File: src/rtl/alu_op_sequencer.sv
// Issue controller for the ALU result mux: accepts one op per handshake, times
// single- and multi-cycle units, and buffers the selected result with backpressure.
module alu_op_sequencer #(
    parameter int unsigned N       = 4,
    parameter int unsigned MUL_LAT = 3,
    parameter int unsigned DIV_LAT = 8
) (
    input  logic         clk,
    input  logic         rst_n,
    input  logic         op_valid,
    input  logic [3:0]   op_code,
    output logic         op_ready,
    input  logic         abort,
    output logic [3:0]   alu_select,
    output logic         mc_start,
    input  logic [N-1:0] alu_result,
    output logic         res_valid,
    input  logic         res_ready,
    output logic [N-1:0] res_data,
    output logic         res_zero,
    output logic         res_err,
    output logic         busy
);

    localparam int unsigned LAT_MAX = (MUL_LAT > DIV_LAT) ? MUL_LAT : DIV_LAT;
    localparam int unsigned CW      = $clog2(LAT_MAX + 1);

    typedef enum logic [1:0] {
        IDLE = 2'd0,
        EXEC = 2'd1,
        DONE = 2'd2
    } state_t;

    state_t        state, state_nxt;
    logic [CW-1:0] cnt;
    logic [CW-1:0] op_lat;
    logic          accept;
    logic          illegal;
    logic          is_mc;
    logic          last_cycle;

    always_comb begin
        op_ready   = ((state == IDLE) || ((state == DONE) && res_ready)) && !abort;
        accept     = op_valid && op_ready;
        illegal    = (op_code > 4'd11);
        is_mc      = (op_code == 4'd2) || (op_code == 4'd5) || (op_code == 4'd11);
        last_cycle = (state == EXEC) && (cnt == CW'(1));
        res_valid  = (state == DONE);
        busy       = (state != IDLE);

        case (op_code)
            4'd2:        op_lat = CW'(MUL_LAT);
            4'd5, 4'd11: op_lat = CW'(DIV_LAT);
            default:     op_lat = CW'(1);
        endcase

        state_nxt = state;
        if (abort) begin
            state_nxt = IDLE;
        end else begin
            case (state)
                IDLE: if (accept) state_nxt = illegal ? DONE : EXEC;
                EXEC: if (last_cycle) state_nxt = DONE;
                DONE: begin
                    // accept in DONE implies res_ready: drain and reissue with no bubble
                    if (accept)         state_nxt = illegal ? DONE : EXEC;
                    else if (res_ready) state_nxt = IDLE;
                end
                default: state_nxt = IDLE;
            endcase
        end
    end

    always_ff @(posedge clk or negedge rst_n) begin
        if (!rst_n) begin
            state      <= IDLE;
            cnt        <= '0;
            alu_select <= '0;
            mc_start   <= 1'b0;
            res_data   <= '0;
            res_zero   <= 1'b0;
            res_err    <= 1'b0;
        end else begin
            state    <= state_nxt;
            mc_start <= 1'b0;
            if (abort) begin
                cnt <= '0;
            end else if (accept) begin
                alu_select <= op_code;
                if (illegal) begin
                    cnt      <= '0;
                    res_data <= '0;
                    res_zero <= 1'b1;
                    res_err  <= 1'b1;
                end else begin
                    cnt      <= op_lat;
                    mc_start <= is_mc;
                end
            end else if (state == EXEC) begin
                cnt <= cnt - CW'(1);
                if (last_cycle) begin
                    res_data <= alu_result;
                    res_zero <= (alu_result == '0);
                    res_err  <= 1'b0;
                end
            end
        end
    end

endmodule

File: config.mk
export PLATFORM = sky130hd
export DESIGN_NAME = alu_op_sequencer
export DESIGN_NICKNAME = d
export VERILOG_FILES = /design/src/rtl/alu_op_sequencer.sv
export SDC_FILE = /design/constraint.sdc
export NUM_CORES = 1
export LEC_CHECK = 0
export CAP_MARGIN = 20
export CORE_UTILIZATION = 45
export CTS_CLUSTER_DIAMETER = 50
export CTS_CLUSTER_SIZE = 25
export DETAILED_ROUTE_END_ITERATION = 8
export PLACE_DENSITY = 0.76
export SYNTH_ARGS = -nofsm -noshare
export SYNTH_HDL_FRONTEND = slang
export SYNTH_SLANG_ARGS = --single-unit
File: constraint.sdc
create_clock -name clk -period 2.26 [get_ports clk]
set_clock_uncertainty 0.2 [all_clocks]
set_input_delay 0.452 -clock clk [delete_from_list [all_inputs] [get_ports clk]]
set_output_delay 0.452 -clock clk [all_outputs]
set_load 0.005 [all_outputs]
==> impl_metrics.py, run 1 <==
metrics = {
    "cts": {
        "cts-root-buf": "clkbuf_4",
        "cts_max_path_buffers": 2,
        "ctsHoldBuffers": 0,
        "cts_tree": "done",
        "clk_latency_ns": 0.28,
        "cts_max_level": 1,
        "path_clk_slew_ns": 0.10,
        "cts_made_buffers": 3,
        "clock-sinks": 17,
    },
    "placed_design": {
        "pre_cts_slack_ns": -0.0235,
        "port_buffers": 26,
        "routabilityCongestion": 0.730,
        "dpl.hpwl_mm": 1.54,
    },
    "finish": {
        "mostFrequentLayoutCell": "clkdlybuf4s50_1",
        "post-route-util": 0.701,
        "final_cell_mix": "clkdlybuf4s50_1, dfrtp_1, nand2_1",
        "num_antenna_cells": 0,
        "fin_nets": 138,
        "drive_gt1_frac": 0.205,
        "syn_to_final_growth_pct": 39.5,
    },
    "routing": {
        "drtIter0Drc": 4,
        "dr.pass1.iters": 4,
        "finalWirelength_mm": 1.90,
        "route.detailed.drc": 0,
        "num_vias": 743,
        "vias_per_cell": 5.05,
        "routedWlPerCell_um": 12.9,
        "ant_nets": 0,
    },
    "setup_path": {
        "crit_type": "register to output port",
        "r2r_slack_ns": 0.43,
        "worstPathRequired_ns": 1.61,
        "reg2reg_to": "res_data[2]",
        "reg2reg_from": "state[0]",
        "worst-path-buf-inv": 1,
        "worstPathArrival_ns": 1.49,
        "path_cells": "or2_2, clkdlybuf4s50_1",
        "end_kind": "output port",
        "slowest_stage": "dfrtp_1",
        "crit_path_start_kind": "register",
        "path_max_fanout": 6,
        "r2r_cells": 6,
        "cp_slowest_stage_delay_ns": 0.45,
        "critPathTopFamily": "flip-flops",
    },
    "logic_synthesis": {
        "synthAdderAreaFrac": 0.0276,
        "yosysSeqAreaShare": 0.470,
        "synth.area.mux_share": 0.0442,
        "ys_types": 37,
        "postSynthCellCount": 86,
        "synth_compound_area_frac": 0.156,
        "syn_avg_cell_area_um2": 10.5,
        "synth_top_family_by_area": "simple AND/OR/NAND/NOR gates",
        "ys_warn_count": 0,
        "syn-num-nets": 101,
        "synthSimpleGateAreaFrac": 0.222,
        "synth_xor_area_frac": 0.0193,
        "ys_ff_latch": 17,
        "syn-cell-area_um2": 906,
    },
    "timing": {
        "finalSetupViolations": 0,
        "max_freq_ghz": 0.466,
        "finalSetupTns_ns": 0,
        "hold_violations": 0,
        "timing.final.crit_share": 0.949,
        "finalWorstSetupSlack_ns": 0.115,
        "drv_slew": 0,
        "tightest_slew_ns": 0.356,
        "min_period_ns": 2.14,
        "whs_ns": 0.283,
        "rsz0062_at_grt": "false",
        "relSlewSlack": 0.760,
    },
    "worst_hold_path": {
        "min_path_type": "input pin to async pin",
    },
    "grt": {
        "grt-ovfl-total": 0,
        "antenna_found_initial": 0,
        "grt_pass1_wl_mm": 3.29,
        "grt_pass1_vias": 749,
        "grt_max_degree": 18,
        "globalRouteTotalUtil": 0.211,
    },
    "pwr": {
        "max-vdd-ir-drop_v": 0.000430,
        "cellLeakagePower_nw": 0.582,
        "power.density_nw_per_um2": 711,
    },
    "floorplan": {
        "fp.dieH_um": 46.9,
        "start_util": 0.503,
        "coreArea_um2": 1800,
        "die_w_um": 46.9,
        "ios": 27,
        "die-area_um2": 2200,
        "rows": 15,
    },
    "status": {
        "status": "finished clean",
    },
    "job": {
        "cap_violations": 0,
    },
}
## power breakdown
group	leakage [nW]	switching [W]	internal, W	total [W]
registers	0.218	0.0000409	0.000367	0.000408
clock network	0.0150	0.0000889	0.0000684	0.000157
logic	0.349	0.000124	0.000208	0.000333
total	0.582	0.000254	0.000644	0.000898
## final cells by class
cell class | count | area, um2
repair buffers | 36 | 333
inverters | 6 | 22.5
flip-flops and latches | 17 | 425
well taps | 25 | 31.3
multi-input cells | 59 | 425
clock buffers | 4 | 26.3
fillers | 149 | 538
## worst reg2reg max path, stage by stage, from the launching register on
cell and delay, ns:
dfrtp_1 0.45, nor2_2 0.11, buf_4 0.11, buf_4 0.10, and3_1 0.36, a31oi_4 0.16, a22o_1 0.22
## Yosys cell counts, drive strengths merged
library cell | count | area, um2
o311ai | 1 | 8.76
nand2b | 2 | 15.0
xnor2 | 1 | 8.76
or4 | 1 | 7.51
a221oi | 1 | 15.0
inv | 6 | 22.5
buf | 3 | 27.5
nor3 | 1 | 5.00
dfrtp | 17 | 425
or2 | 1 | 6.26
mux2i | 1 | 10.0
nand3 | 3 | 15.0
o21ai | 5 | 25.0
a31oi | 1 | 21.3
and2 | 1 | 6.26
nand2 | 14 | 52.6
a22o | 4 | 35.0
o31ai | 1 | 7.51
a21oi | 1 | 5.00
mux2 | 2 | 30.0
xor2 | 1 | 8.76
or3 | 1 | 6.26
nor2 | 5 | 23.8
clkbuf | 1 | 5.00
a211oi | 1 | 7.51
and3 | 1 | 6.26
a22oi | 1 | 7.51
and2b | 2 | 18.8
o31a | 1 | 8.76
ha | 2 | 25.0
nor3b | 3 | 38.8
## stage by stage
step	area [um2]	power, W	instances
after floorplan	906	0.000566	86
after global placement	1230	0.000736	142
after detailed placement	1230	0.000749	142
after CTS	1260	0.000911	147
after global routing	1260	0.000964	147
final	1260	0.000898	147
## worst max-delay path by stage
stage / end / from / cells after the start
global route: busy / state[0] / 2
detailed placement: op_ready / abort / 4
CTS: busy / state[0] / 2
floorplan: res_data[0] / cnt[1] / 6
global placement: op_ready / abort / 4
finish: busy / state[0] / 2
## metal layers
metal | GRT usage | vias up | part of all wire
met4 | 0.0857 | 0 | 0.022
li1 | - | 368 | -
met2 | 0.383 | 23 | 0.50
met5 | 0 | - | 0
met1 | 0.244 | 346 | 0.44
met3 | 0.0346 | 6 | 0.038
## what timing repair did
item                       4_1_cts  5_1_grt
setup buffers                    1        0
setup endpoints to repair        1        0
gates resized for setup          2        0
## flip-flops by register name (all words and copies together) (netlist names)
| register | cells |
|---|---|
| res_data | 4 |
| state | 2 |
| res_zero | 1 |
| cnt | 4 |
| alu_select | 4 |
| mc_start | 1 |
| res_err | 1 |
## logic make-up after synthesis
kind of cell / after synthesis
compound gates: 17
simple gates: 35
mux: 3
fa+ha+maj: 2
xor+xnor: 2
flops: 17
buf+inv: 10
Note: power is estimated with default switching activity, not from simulation.
==> inputs of run 2 (changes only) <==
Settings changed: CORE_UTILIZATION 45 to 48, CTS_BUF_LIST from default to sky130_fd_sc_hd__clkbuf_4 sky130_fd_sc_hd__clkbuf_8, PLACE_DENSITY 0.76 to 0.81.
==> run 2 against run 1 <==
Maximum frequency fell by 0.61%. Largest cell class unchanged. Setup slack got worse by 0.013 ns. Non-clock buffer count fell by 2.
==> impl_metrics.py, run 2 (synthesis gave the netlist of run 1 again) <==
metrics = {
    "cts": {
        "ctsHoldBuffers": 0,
        "postCtsSetupRepairBufs": 0,
        "cts_max_path_buffers": 2,
        "cts-root-buf": "clkbuf_4",
        "cts_tree": "done",
        "clk_latency_ns": 0.29,
        "path_clk_slew_ns": 0.09,
        "clock-sinks": 17,
        "cts_resized": 2,
        "cts_max_level": 1,
        "cts_made_buffers": 3,
    },
    "setup_path": {
        "end_kind": "output port",
        "path_max_fanout": 6,
        "worstPathRequired_ns": 1.61,
        "crit_path_start_kind": "register",
        "crit_type": "register to output port",
        "worstPathArrival_ns": 1.51,
    },
    "pwr": {
        "seqPwrFrac": 0.447,
        "combPwrFrac": 0.361,
        "cellLeakagePower_nw": 0.575,
        "max-vdd-ir-drop_v": 0.000494,
        "power.density_nw_per_um2": 724,
        "internal-power_w": 0.000653,
        "switching_share": 0.280,
        "clkPwrFrac": 0.191,
        "power.switching_w": 0.000254,
        "power.total_w": 0.000907,
    },
    "finish": {
        "num_antenna_cells": 0,
        "post-route-util": 0.718,
        "mostFrequentLayoutCell": "clkdlybuf4s50_1",
        "nFillCells": 139,
        "fin_nets": 136,
        "reg_top3": "alu_select x4, cnt x4, res_data x4",
        "final_cell_mix": "clkdlybuf4s50_1, dfrtp_1, nand2_1",
        "final_area_um2": 1250,
        "syn_to_final_growth_pct": 38.3,
        "drive_gt1_frac": 0.200,
    },
    "job": {
        "cap_violations": 0,
    },
    "timing": {
        "min_period_ns": 2.16,
        "drv_slew": 0,
        "tightest_slew_ns": 0.350,
        "max_freq_ghz": 0.463,
        "whs_ns": 0.262,
        "finalWorstSetupSlack_ns": 0.102,
        "rsz0062_at_grt": "false",
        "timing.final.crit_share": 0.955,
        "hold_violations": 0,
        "relSlewSlack": 0.765,
        "finalSetupViolations": 0,
    },
    "grt": {
        "grt-ovfl-total": 0,
        "globalRouteTotalUtil": 0.224,
        "grt_pass1_vias": 717,
        "antenna_found_initial": 0,
        "grt_pass1_wl_mm": 3.23,
        "grt_max_degree": 18,
    },
    "routing": {
        "finalWirelength_mm": 1.87,
        "ant_nets": 0,
        "dr.pass1.iters": 4,
        "drtIter0Drc": 17,
        "route.detailed.drc": 0,
        "routedWlPerCell_um": 12.9,
        "vias_per_cell": 5.19,
        "num_vias": 753,
    },
    "floorplan": {
        "fp.dieH_um": 45.4,
        "die-area_um2": 2060,
        "ios": 27,
        "coreArea_um2": 1750,
        "start_util": 0.519,
        "rows": 15,
        "die_w_um": 45.4,
    },
    "placed_design": {
        "routabilityCongestion": 0.858,
        "pre_cts_slack_ns": -0.0147,
        "dpl-instance-area_um2": 1220,
        "port_buffers": 26,
        "dpl.hpwl_mm": 1.45,
    },
    "status": {
        "status": "finished clean",
    },
    "worst_hold_path": {
        "min_path_type": "input pin to async pin",
    },
}
run 2: cell count changes in the layout (fill, tap and decap cells not counted), sizes merged:
cell	change
buf	-2
run 2: final timing paths:
kind,endpoint,startpoint,slack [ns],cells after the start
worst max-delay path,busy,state[0],0.10,2
worst min-delay path,res_err,rst_n,0.26,2
worst max register to register,res_data[0],cnt[1],0.52,6
worst min register to register,alu_select[2],alu_select[2],0.28,2
max in group asynchronous,alu_select[0],rst_n,1.42,2
min in group clk,alu_select[2],alu_select[2],0.28,2
run 2: worst max-delay path, stage by stage, from the launching register on:
cell and delay (ns):
dfrtp_1 0.46, or2_2 0.31, clkdlybuf4s50_1 0.45
run 2: power by group through the flow:
stage | Clock, W | Sequential, W | Combinational [W]
finish | 0.000174 | 0.000406 | 0.000328
global route | 0.000186 | 0.000414 | 0.000366
CTS | 0.000177 | 0.000406 | 0.000332
detailed placement | 0 | 0.000412 | 0.000330
global placement | 0 | 0.000410 | 0.000321
floorplan | 0 | 0.000414 | 0.000152
run 2: routing by layer:
metal | wire length [um] | global-route usage | vias to the layer above
met1 | 813 | 0.294 | 358
met2 | 923 | 0.374 | 25
met5 | 0 | 0 | -
met4 | 35 | 0.0909 | 0
met3 | 96 | 0.0278 | 5
li1 | - | - | 365
run 2: area by class of cell:
type	instances	area (um2)	area share
sequential	17	425	0.340
multi-input combinational	59	425	0.340
timing repair buffer	34	318	0.254
tap	25	31.3	0.0250
clock buffer	4	30.0	0.0240
inverter	6	22.5	0.0180
run 2: metrics by stage:
stage / TNS, ns / cells
after detailed placement: -0.0147 / 141
after global placement: 0 / 141
after CTS: 0 / 145
after floorplan: 0 / 86
after global routing: 0 / 145
final: 0 / 145
==> inputs of run 3 (changes only) <==
Settings changed: CORE_ASPECT_RATIO from default to 1.2, CORE_UTILIZATION 48 to 40, PLACE_DENSITY 0.81 to 0.7.
==> run 3 against run 2 <==
Combinational power hardly changed. Utilization shrank 11 points. Register-to-register slack got worse by 0.02 ns. Clock power about the same. Cell count is 4.1% higher. Die area increased by 19%. Design area up 0.90%. Routed wire length grew 3.6%. Hold slack got worse by 0.0097 ns. Via count down 0.80%. Setup slack lost 0.0080 ns. Critical path type unchanged. Largest power group unchanged. Highest routed layer unchanged.
==> impl_metrics.py, run 3 (synthesis gave the netlist of run 1 again) <==
metrics = {
    "routing": {
        "finalWirelength_mm": 1.94,
        "route.detailed.drc": 0,
        "drtIter0Drc": 6,
        "routedWlPerCell_um": 12.8,
        "num_vias": 747,
        "vias_per_cell": 4.95,
        "ant_nets": 0,
        "dr.pass1.iters": 3,
    },
    "pwr": {
        "internal-power_w": 0.000639,
        "power.total_w": 0.000903,
        "switching_share": 0.292,
        "max-vdd-ir-drop_v": 0.000459,
        "clkPwrFrac": 0.190,
        "combPwrFrac": 0.361,
        "power.switching_w": 0.000264,
        "cellLeakagePower_nw": 0.579,
        "seqPwrFrac": 0.450,
        "power.density_nw_per_um2": 715,
    },
    "finish": {
        "nFillCells": 179,
        "num_antenna_cells": 0,
        "reg_top3": "alu_select x4, cnt x4, res_data x4",
        "final_cell_mix": "clkdlybuf4s50_1, dfrtp_1, nand2_1",
        "final_area_um2": 1260,
        "fin_nets": 137,
        "mostFrequentLayoutCell": "clkdlybuf4s50_1",
        "drive_gt1_frac": 0.207,
        "syn_to_final_growth_pct": 39.5,
        "multi_input_area_um2": 425,
        "regArea_um2": 425,
    },
    "timing": {
        "hold_violations": 0,
        "max_freq_ghz": 0.462,
        "min_period_ns": 2.17,
        "timing.final.crit_share": 0.958,
        "finalWorstSetupSlack_ns": 0.0941,
        "rsz0062_at_grt": "false",
        "finalSetupViolations": 0,
        "relSlewSlack": 0.753,
        "tightest_slew_ns": 0.367,
        "drv_slew": 0,
    },
    "cts": {
        "path_clk_slew_ns": 0.11,
        "cts_made_buffers": 3,
        "clock-sinks": 17,
        "cts_max_path_buffers": 2,
        "cts_max_level": 1,
        "ctsHoldBuffers": 0,
        "cts_tree": "done",
        "cts-root-buf": "clkbuf_4",
        "clk_latency_ns": 0.31,
    },
    "status": {
        "status": "finished clean",
    },
    "setup_path": {
        "path_max_fanout": 6,
        "worstPathRequired_ns": 1.61,
        "end_kind": "output port",
        "crit_path_start_kind": "register",
        "worstPathArrival_ns": 1.51,
        "crit_type": "register to output port",
    },
    "grt": {
        "antenna_found_initial": 0,
        "grt_max_degree": 18,
        "globalRouteTotalUtil": 0.181,
        "grt_pass1_vias": 745,
        "grt-ovfl-total": 0,
        "grt_pass1_wl_mm": 3.15,
    },
    "floorplan": {
        "die_w_um": 45.4,
        "die-area_um2": 2460,
        "fp.dieH_um": 54.1,
        "start_util": 0.432,
        "ios": 27,
        "rows": 18,
        "coreArea_um2": 2090,
    },
    "worst_hold_path": {
        "min_path_type": "input pin to async pin",
    },
    "placed_design": {
        "dpl-instance-area_um2": 1230,
        "port_buffers": 26,
        "dpl.hpwl_mm": 1.48,
        "pre_cts_slack_ns": -0.0379,
        "routabilityCongestion": 0.821,
    },
    "job": {
        "cap_violations": 0,
    },
}
==> run 3: layer usage <==
| metal | vias up | wire (um) | global-route usage |
|---|---|---|---|
| met3 | 5 | 89 | 0.0235 |
| met5 | - | 0 | 0 |
| met4 | 0 | 46 | 0.0909 |
| li1 | 365 | - | - |
| met2 | 21 | 935 | 0.298 |
| met1 | 356 | 864 | 0.231 |
==> run 3: stage by stage <==
step / setup TNS (ns) / utilization / std cells / hold WS (ns)
2_1_floorplan: 0 / - / 86 / -0.0436
3_3_place_gp: -0.0302 / 0.588 / 146 / 0.260
3_5_place_dp: -0.0379 / 0.588 / 146 / 0.260
4_1_cts: 0 / 0.603 / 151 / 0.258
5_1_grt: 0 / 0.603 / 151 / 0.276
6_report: 0 / 0.603 / 151 / 0.252
==> run 3: path summary, 6_finish.rpt <==
path                       slack, ns             to  cells after the start          start
setup / recovery                0.09           busy                      2       state[0]
hold / removal                  0.25        res_err                      2          rst_n
setup reg to reg                0.50    res_data[0]                      6         cnt[1]
hold reg to reg                 0.28  alu_select[2]                      2  alu_select[2]
max in group asynchronous       1.40    res_data[3]                      2          rst_n
min in group clk                0.28  alu_select[2]                      2  alu_select[2]
==> run 3: worst max-delay path, stage by stage (launching register included) <==
cell and delay (ns):
dfrtp_1 0.46, or2_2 0.31, clkdlybuf4s50_1 0.44
==> run 3: timing repair <==
item	CTS	global route
resized for setup	2	0
buffers inserted	1	0
setup endpoints to repair	1	0
==> run 3: area by class of cell <==
| cell class | instances | share of cell area |
|---|---|---|
| Sequential cell | 17 | 0.337 |
| Inverter | 6 | 0.0178 |
| Clock inverter | 1 | 0.00396 |
| Clock buffer | 3 | 0.0178 |
| Tap cell | 30 | 0.0297 |
| Multi-Input combinational cell | 59 | 0.337 |
| Timing Repair Buffer | 35 | 0.257 |
==> run 3: power by group through the flow <==
stage	clock, W	combinational, W	sequential [W]
CTS	0.000174	0.000330	0.000408
detailed placement	0	0.000327	0.000414
finish	0.000171	0.000326	0.000406
global placement	0	0.000321	0.000410
floorplan	0	0.000152	0.000414
global route	0.000185	0.000361	0.000414
